[src/rtl/tile_scheduler.sv]
// Walks the tile-index map in row-major order and hands each tile to the drawer.
// Optional build macro TILE_SCHEDULER_SKIP_EMPTY_EN: index 0 tiles are transparent and never drawn.
module tile_scheduler #(
    parameter int unsigned MAP_COLS   = 20,
    parameter int unsigned MAP_ROWS   = 15,
    parameter int unsigned TILE_SIZE  = 8,
    parameter int unsigned TILE_BYTES = 192,
    parameter int unsigned MAP_AW     = 9,
    parameter int unsigned ROM_AW     = 12
) (
    input  logic              clk,
    input  logic              reset,
    input  logic              start,
    output logic [MAP_AW-1:0] map_rd_addr,
    input  logic [7:0]        map_rd_data,
    input  logic              drawer_busy,
    output logic              drawer_draw,
    output logic [ROM_AW-1:0] tile_address,
    output logic [7:0]        x_pos,
    output logic [7:0]        y_pos,
    output logic              frame_busy,
    output logic              frame_done
);

    localparam int unsigned COL_W = (MAP_COLS > 1) ? $clog2(MAP_COLS) : 1;
    localparam int unsigned ROW_W = (MAP_ROWS > 1) ? $clog2(MAP_ROWS) : 1;

    typedef enum logic [2:0] {
        S_IDLE,
        S_FETCH,
        S_WAIT_DATA,
        S_ISSUE,
        S_WAIT_ACK,
        S_WAIT_DONE,
        S_ADVANCE
    } state_t;

    state_t            state, state_d;
    logic [COL_W-1:0]  col, col_d;
    logic [ROW_W-1:0]  row, row_d;
    logic [MAP_AW-1:0] map_rd_addr_d;
    logic [ROM_AW-1:0] tile_address_d;
    logic [7:0]        x_pos_d, y_pos_d;
    logic              drawer_draw_d, frame_busy_d, frame_done_d;
    logic              last_col, last_row;

    assign last_col = (col == COL_W'(MAP_COLS - 1));
    assign last_row = (row == ROW_W'(MAP_ROWS - 1));

    // Next-state and next-output logic; the read address is set on entry to S_FETCH
    // so it is already on the bus for the whole fetch cycle.
    always_comb begin
        state_d        = state;
        col_d          = col;
        row_d          = row;
        map_rd_addr_d  = map_rd_addr;
        tile_address_d = tile_address;
        x_pos_d        = x_pos;
        y_pos_d        = y_pos;
        frame_busy_d   = frame_busy;
        drawer_draw_d  = 1'b0;
        frame_done_d   = 1'b0;

        case (state)
            S_IDLE: begin
                // frame_done is high during the first idle cycle; start then is dropped
                if (start && !frame_done) begin
                    col_d         = '0;
                    row_d         = '0;
                    map_rd_addr_d = '0;
                    frame_busy_d  = 1'b1;
                    state_d       = S_FETCH;
                end
            end
            S_FETCH: state_d = S_WAIT_DATA;
            S_WAIT_DATA: begin
                tile_address_d = ROM_AW'(32'(map_rd_data) * TILE_BYTES);
                x_pos_d        = 8'(32'(col) * TILE_SIZE);
                y_pos_d        = 8'(32'(row) * TILE_SIZE);
`ifdef TILE_SCHEDULER_SKIP_EMPTY_EN
                if (map_rd_data == 8'd0) begin
                    state_d = S_ADVANCE;
                end else begin
                    drawer_draw_d = 1'b1;
                    state_d       = S_ISSUE;
                end
`else
                drawer_draw_d = 1'b1;
                state_d       = S_ISSUE;
`endif
            end
            S_ISSUE:     state_d = S_WAIT_ACK;
            S_WAIT_ACK:  if (drawer_busy) state_d = S_WAIT_DONE;
            S_WAIT_DONE: if (!drawer_busy) state_d = S_ADVANCE;
            S_ADVANCE: begin
                if (last_col && last_row) begin
                    frame_done_d = 1'b1;
                    frame_busy_d = 1'b0;
                    state_d      = S_IDLE;
                end else begin
                    if (last_col) begin
                        col_d = '0;
                        row_d = row + ROW_W'(1);
                    end else begin
                        col_d = col + COL_W'(1);
                    end
                    map_rd_addr_d = MAP_AW'(32'(row_d) * MAP_COLS + 32'(col_d));
                    state_d       = S_FETCH;
                end
            end
            default: state_d = S_IDLE;
        endcase
    end

    always_ff @(posedge clk) begin
        if (reset) begin
            state        <= S_IDLE;
            col          <= '0;
            row          <= '0;
            map_rd_addr  <= '0;
            tile_address <= '0;
            x_pos        <= '0;
            y_pos        <= '0;
            drawer_draw  <= 1'b0;
            frame_busy   <= 1'b0;
            frame_done   <= 1'b0;
        end else begin
            state        <= state_d;
            col          <= col_d;
            row          <= row_d;
            map_rd_addr  <= map_rd_addr_d;
            tile_address <= tile_address_d;
            x_pos        <= x_pos_d;
            y_pos        <= y_pos_d;
            drawer_draw  <= drawer_draw_d;
            frame_busy   <= frame_busy_d;
            frame_done   <= frame_done_d;
        end
    end

endmodule

[config.mk]
export PLATFORM = sky130hd
export DESIGN_NAME = tile_scheduler
export DESIGN_NICKNAME = d
export VERILOG_FILES = /design/src/rtl/tile_scheduler.sv
export SDC_FILE = /design/constraint.sdc
export NUM_CORES = 1
export LEC_CHECK = 0
export CAP_MARGIN = 20
export CORE_MARGIN = 1
export CORE_UTILIZATION = 45
export CTS_BUF_LIST = sky130_fd_sc_hd__clkbuf_4
export DETAILED_ROUTE_END_ITERATION = 6
export PLACE_DENSITY = 0.81
export SYNTH_ARGS = -nofsm -noshare
export SYNTH_HDL_FRONTEND = slang
export SYNTH_SLANG_ARGS = --single-unit
export TNS_END_PERCENT = 30
[constraint.sdc]
create_clock -name clk -period 7.02 [get_ports clk]
set_input_delay 1.404 -clock clk [delete_from_list [all_inputs] [get_ports clk]]
set_output_delay 1.404 -clock clk [all_outputs]
set_load 0.1 [all_outputs]
# After elaboration in Yosys (flattened, before gate mapping)
# Cells that the tools add are included.
# Widths: inputs -> output; s select.
[totals]
ff_bits = 39
input_bits = 12
output_inout_bits = 40
wordCells = 63
[op_classes]
n_addsub = 3
mul = 2
n_eq_ne = 13
muxes = 25
bitwise = 1
n_reduce_logical = 9
[op_table]
columns = ["cell", "count"]
rows = [
  ["$mux 5", 5],
  ["$pmux 3 s7", 1],
  ["$mux 4", 5],
  ["$mux 9", 2],
  ["$pmux 9 s2", 1],
  ["$ne 2x2->1 const B", 5],
  ["$pmux 5 s2", 1],
  ["$add 9x5->9", 1],
  ["$eq 3x3->1 const B", 3],
  ["$mux 3", 3],
  ["$reduce_and 3->1", 3],
  ["$mul 8x2->6 const B", 1],
  ["$pmux 4 s2", 1],
  ["$mul 4x3->7 const B", 1],
  ["$eq 3x2->1 const B", 2],
  ["$add 5x1->5 const B", 1],
  ["$eq 5x5->1 const B", 1],
  ["$mux 1", 5],
  ["$add 4x1->4 const B", 1],
  ["$eq 4x4->1 const B", 1],
  ["$eq 3x1->1 const B", 1],
  ["$logic_not 3->1", 1],
  ["$logic_and 1x1->1", 2],
  ["$pmux 1 s2", 1],
  ["4 further kinds", 4],
]

# Depth between registers and ports, before layout
# Gate-level depths: netlist (run 1).
[logic_depth]
ltp_word = 8
depth_mapped = 13
depth_no_buf = 12

# Worst setup path before layout (run 1)
# No wires, ideal clock.
[synth_timing]
path_kind = "reg2reg"
from = "register, netlist name map_rd_addr[0]"
to = "register map_rd_addr[7]"
setup_time_ps = 122
t_arrival_ps = 2907
setup_slack_ps = 3992
stages_incl_launch_ff = 13
path_buffers = 0
synth_period_minus_slack_ps = 3028
cell_sequence = "dfxtp_1 ha_1 nand4bb_4 or3_4 nand2_1 ha_1 ha_1 fa_1 nand2_1 nor3_1 xnor2_1 xnor2_1 o21ai_1"
[synth_rtl]
columns = ["element", "line", "text"]
rows = [
  ["end signal: assignment", "131", "map_rd_addr <= map_rd_addr_d;"],
  ["end: declaration", "14", "output logic [MAP_AW-1:0] map_rd_addr,"],
]

==> impl_metrics.yaml, run 1 <==
placed_design:
  dp_worst_setup_slack_ns: 3.68
  hpwlAfterDp_mm: 2.71
  routabilityCongestion: 0.752
  io_buffers: 36
sta:
  worstMarginPinSlew_ns: 1.01
  min_period_ns: 3.40
  worst_slack_ns: 3.62
  fmax_mhz: 295
  slew-limit-headroom_pct: 32.5
  drv_slew: 0
  hold_violations: 0
  setup_viol_count_final: 0
  grt_setup_unrepaired: "false"
  clock_skew_ns: 0.0129
  period_share_pct: 48.4
  fin_setup_tns_ns: 0
finish:
  drive_gt1_share_pct: 5.93
  finish.utilization_pct: 55.7
  syn2layout_area_growth_pct: 17.7
  nets: 298
  antenna_cells: 0
yosys:
  syn-cell-area_um2: 2090
  yosysWarnings: 0
  yosysSeqAreaShare_pct: 35.4
  synth_top_area_share_pct: 35.4
  async_flop_share_pct: 0
  ys_top_cells_by_area: "dfxtp_1 (35%), ha_1 (8.4%), nand2_1 (6.3%)"
  synth_cell_types: 39
  syn-mean-instance-area_um2: 8.63
  synth_cells: 242
  synth-seq-cells: 37
  synth_edf_count: 0
  synth-main-ff-cell: "dfxtp_1"
  yosysTopAreaCell: "dfxtp_1"
critical_path:
  reg2reg_depth: 12
  r2r_slack_ns: 3.62
  worstPathCellList: "ha_1 > nand4bb_4 > o21ai_0 > nand2_1 > ha_1 > ha_1 > fa_1 > nand2_1 > nor3_1 > xnor2_1 > xnor2_1 > o21ai_1"
  reg2reg_to: "map_rd_addr[7]$_SDFFE_PP0P_"
  worstPathMaxFanout: 5
  r2r-start: "map_rd_addr[0]$_SDFFE_PP0P_"
  worst_setup_path_start_kind: "flip-flop"
  end_kind: "flip-flop"
  crit_slowest_cell: "fa_1"
  crit_top_cell: "ha_1"
  startpoint: "map_rd_addr[0]$_SDFFE_PP0P_"
  critical-path-max-stage-delay_ns: 0.53
  critPathKind: "flip-flop to flip-flop"
  required_ns: 7.26
  arrival_ns: 3.64
clock_tree:
  ctsResizeCount: 0
  hold_buffers: 0
  numClockSinks: 37
  cts_tree: "built"
  insertion_delay_ns: 0.35
  clk_pin_slew_ns: 0.13
  cts_max_level: 2
  cts-buffers-inserted: 5
  root_buffer: "clkbuf_4"
  post_cts_buffers: 0
  clk_path_buf_depth: 2
route:
  ant_nets: 0
  drcViolationCount: 0
  vias: 1691
  firstDrtPassIters: 4
  totalWireLength_mm: 3.93
  avgViaCountPerCell: 5.25
  drtIter0Drc: 91
  routedWlPerCell_um: 12.2
power_and_ir_drop:
  p_total_w: 0.000472
  p_per_area_nw_per_um2: 192
  clock_power_share_pct: 31.9
  seq_power_share_pct: 46.4
  irDropWorstVdd_uv: 113
  p_leak_nw: 0.935
  p_switching_w: 0.000159
  p_int_w: 0.000312
  switching_share_pct: 33.8
  p_comb_share_pct: 21.7
floorplanning:
  core.rowCount: 24
  start_util_pct: 47.3
  die-area_um2: 4920
  dieHeight_um: 70.1
  core_um2: 4410
  pin_count: 52
  fp.dieW_um: 70.1
min_path:
  hp-class: "flip-flop to flip-flop"
  holdPathStages: 2
  min_from: "y_pos[6]$_SDFFE_PP0P_"
  hold_end: "y_pos[6]$_SDFFE_PP0P_"
grt:
  antenna_found_initial: 0
  grt.overflow.total: 0
  grt_pass1_wl_mm: 6.69
  grt_usage_pct: 17.0
  grt_max_degree: 39
  grt_pass1_vias: 1505
run_status:
  status: "completed"
flow_run:
  maxCapViolCount: 0
## synthesized netlist by cell type (2+ instances only)
| cell | number |
|---|---|
| buf_6 | 2 |
| nand2_1 | 35 |
| nand3_1 | 2 |
| nor3_1 | 5 |
| ha_1 | 14 |
| o21ai_0 | 3 |
| a22oi_1 | 12 |
| fa_1 | 3 |
| o21ai_1 | 2 |
| inv_1 | 9 |
| nand3b_1 | 3 |
| buf_2 | 4 |
| buf_4 | 17 |
| nor2_1 | 21 |
| nand2b_1 | 2 |
| a21o_1 | 3 |
| and3_1 | 2 |
| a21oi_1 | 25 |
| a211oi_1 | 5 |
| dfxtp_1 | 37 |
| mux2i_1 | 2 |
| clkbuf_1 | 6 |
| xnor2_1 | 12 |
## worst max path at each step
stage | cells past startpoint | slack (ns) | endpoint
after global routing | 12 | 3.36 | map_rd_addr[8]$_SDFFE_PP0P_
after global placement | 11 | 3.74 | map_rd_addr[7]$_SDFFE_PP0P_
after floorplan | 12 | 3.99 | map_rd_addr[7]$_SDFFE_PP0P_
final | 12 | 3.62 | map_rd_addr[7]$_SDFFE_PP0P_
after CTS | 11 | 3.62 | map_rd_addr[7]$_SDFFE_PP0P_
after detailed placement | 11 | 3.68 | map_rd_addr[7]$_SDFFE_PP0P_
## stage by stage
stage	std cells	hold WS (ns)	area [um^2]
2_1_floorplan	254	0.463	2130
3_3_place_gp	314	0.444	2370
3_5_place_dp	314	0.446	2370
4_1_cts	322	0.464	2460
5_1_grt	322	0.489	2460
6_report	322	0.467	2460
## worst max-delay path, delay by kind of cell (launching register included)
kind,cells,cell delay [ns]
and+or+nand+nor,4,0.73
DFF,1,0.44
adders and majority gates,4,1.40
xor gates and xnor gates,2,0.31
AOI/OAI and AO/OA,2,0.41
## per-layer routing
layer	vias up	GRT usage [%]	wire length [um]
met3	5	3.46	150
met4	0	8.67	80
li1	853	-	-
met5	-	0	0
met2	45	26.9	1840
met1	788	21.7	1860
## sequential cells by signal (all words and copies together), names as in the netlist
signal and cells:
col 3, drawer_draw 1, frame_busy 1, frame_done 1, map_rd_addr 9, row 4, state 3, tile_address 6
x_pos 5, y_pos 4
## cell type report
class                   instances  area (um^2)
fillers                       401         1960
multi-input cells             179         1170
flip-flops and latches         37          741
repair buffers                 37          368
well taps                      52         65.1
clock inverters                 3         46.3
clock buffers                   5         37.5
inverters                       9         33.8
## cells in the final DEF, fill, tap and decap left out, types with 2 or more instances in the layout
cell type and instances:
a211oi_1 5, a21o_1 3, a21oi_1 25, a22oi_1 12, and3_1 2, clkbuf_4 5
clkdlybuf4s50_1 36, conb_1 13, dfxtp_1 37, fa_1 3, ha_1 14, inv_1 9
mux2i_1 2, nand2_1 35, nand2b_1 2, nand3_1 2, nand3b_1 3, nor2_1 21
nor3_1 5, o21ai_0 3, o21ai_1 2, xnor2_1 12
## power groups by stage
stage,Clock [W],Combinational (W),Sequential (W)
finish,0.000150,0.000102,0.000219
global route,0.000165,0.000107,0.000220
floorplan,0,0.0000684,0.000247
CTS,0.000156,0.000103,0.000219
detailed placement,0,0.000102,0.000224
global placement,0,0.000101,0.000224
## cell families (layout without fill, tap and decap cells)
logic type	after synthesis	after routing	share of synthesized area (%)
flip-flops	37	37	35.4
multiplexers	2	2	0.958
AO/OA/AOI/OAI	55	55	17.2
AND/OR/NAND/NOR	79	79	18.7
other	1	13	0.179
adder cells (fa/ha/maj)	17	17	11.3
XOR/XNOR	13	13	5.45
buffers and inverters	38	54	10.8
Note: power is estimated with default switching activity, not from simulation.
==> run 2, diff against run 1 <==
Clock period 7.02 ns to 3.5 ns, I/O delays scaled along.
==> impl_metrics.yaml, run 2 (same netlist as run 1, synthesis figures left out) <==
grt:
  grt_usage_pct: 17.3
  grt.overflow.total: 0
  grt_max_degree: 24
  grt_pass1_wl_mm: 6.73
  grt_pass1_vias: 1501
  antenna_found_initial: 0
clock_tree:
  cts-buffers-inserted: 5
  cts_tree: "built"
  root_buffer: "clkbuf_4"
  cts_max_level: 2
  post_cts_buffers: 0
  hold_buffers: 0
  clk_path_buf_depth: 2
  clk_pin_slew_ns: 0.13
  ctsResizeCount: 0
  numClockSinks: 37
  insertion_delay_ns: 0.35
finish:
  design_area_um2: 2490
  antenna_cells: 0
  multi_input_area_um2: 1170
  top_regs: "map_rd_addr: 9 flops, tile_address: 6 flops, x_pos: 5 flops"
  regArea_um2: 741
  top_register: "map_rd_addr"
  finish.utilization_pct: 56.5
  nets: 303
  largest_reg_flops: 9
  mostFrequentLayoutCells: "dfxtp_1 (37), nand2_1 (35), clkdlybuf4s50_1 (35)"
  mostFrequentLayoutCell: "dfxtp_1"
  fillCellCount: 399
  syn2layout_area_growth_pct: 19.3
  drive_gt1_share_pct: 8.00
critical_path:
  arrival_ns: 3.49
  crit_end: "map_rd_addr[7]$_SDFFE_PP0P_"
  reg2reg_depth: 12
  r2r_slack_ns: 0.26
  reg2reg_to: "map_rd_addr[7]$_SDFFE_PP0P_"
  worst_setup_path_start_kind: "flip-flop"
  end_kind: "flip-flop"
  required_ns: 3.76
  startpoint: "map_rd_addr[1]$_SDFFE_PP0P_"
  worstPathMaxFanout: 5
  critPathKind: "flip-flop to flip-flop"
  r2r-start: "map_rd_addr[1]$_SDFFE_PP0P_"
sta:
  hold_violations: 0
  fin_setup_tns_ns: 0
  clock_skew_ns: 0.00978
  worstMarginPinSlew_ns: 1.01
  min_period_ns: 3.24
  setup_viol_count_final: 0
  drv_slew: 0
  fmax_mhz: 309
  whs_ns: 0.462
  slew-limit-headroom_pct: 32.5
  grt_setup_unrepaired: "false"
  worst_slack_ns: 0.265
  period_share_pct: 92.4
floorplanning:
  die-area_um2: 4920
  core.rowCount: 24
  core_um2: 4410
  dieHeight_um: 70.1
  pin_count: 52
  fp.dieW_um: 70.1
  start_util_pct: 47.3
route:
  drtIter0Drc: 74
  ant_nets: 0
  totalWireLength_mm: 4.00
  vias: 1720
  firstDrtPassIters: 4
  routedWlPerCell_um: 12.2
  drcViolationCount: 0
  avgViaCountPerCell: 5.26
placed_design:
  hpwlAfterDp_mm: 2.84
  dp_worst_setup_slack_ns: 0.250
  postPlaceCellArea_um2: 2410
  io_buffers: 36
  routabilityCongestion: 0.809
power_and_ir_drop:
  p_leak_nw: 0.964
  p_per_area_nw_per_um2: 382
  irDropWorstVdd_uv: 202
run_status:
  status: "completed"
min_path:
  hp-class: "flip-flop to flip-flop"
flow_run:
  maxCapViolCount: 0
## run 2: cell count changes in the layout (fill, tap and decap cells not counted), sizes merged
cell | previous run | this run
buf | 1 | 7
clkdlybuf4s50 | 36 | 35
## run 2: power breakdown
part / internal (W) / switching, W / total (W)
sequential: 0.000431 / 0.00000883 / 0.000440
clock: 0.000151 / 0.000157 / 0.000308
combinational: 0.0000445 / 0.000161 / 0.000206
## run 2: worst min-delay path by stage
stage	cells past startpoint	start	to	slack, ns
6_report	2	y_pos[6]$_SDFFE_PP0P_	y_pos[6]$_SDFFE_PP0P_	0.46
3_5_place_dp	2	y_pos[6]$_SDFFE_PP0P_	y_pos[6]$_SDFFE_PP0P_	0.45
5_1_grt	2	y_pos[6]$_SDFFE_PP0P_	y_pos[6]$_SDFFE_PP0P_	0.48
3_3_place_gp	2	y_pos[6]$_SDFFE_PP0P_	y_pos[6]$_SDFFE_PP0P_	0.44
4_1_cts	2	y_pos[6]$_SDFFE_PP0P_	y_pos[6]$_SDFFE_PP0P_	0.46
2_1_floorplan	2	row[3]$_SDFFE_PP0P_	y_pos[6]$_SDFFE_PP0P_	0.46
## run 2: through the flow
stage | power [W] | cells
5_1_grt | 0.000990 | 327
2_1_floorplan | 0.000632 | 254
3_3_place_gp | 0.000652 | 319
3_5_place_dp | 0.000654 | 319
6_report | 0.000953 | 327
4_1_cts | 0.000961 | 327
## run 2: per-layer routing
metal  wire length [um]  track usage, %  part of all wire (%)
met5                  0               0                     0
met4                 62            8.00                   1.5
met3                194            4.33                   4.8
met2               1860            27.0                    46
met1               1890            22.3                    47
## run 2: area by class of cell
cell class,count,area share [%]
multi-input cells,179,46.8
flip-flops and latches,37,29.7
repair buffers,42,16.2
well taps,52,2.61
clock inverters,3,1.86
clock buffers,5,1.51
inverters,9,1.35
## run 2: critical path: stages, from the launching register on
cell	delay (ns)
dfxtp_1	0.42
ha_1	0.31
nand4bb_4	0.14
o21ai_0	0.33
nand2_1	0.19
ha_1	0.32
ha_1	0.22
fa_1	0.52
nand2_1	0.08
nor3_1	0.23
xnor2_1	0.16
xnor2_1	0.13
o21ai_1	0.08
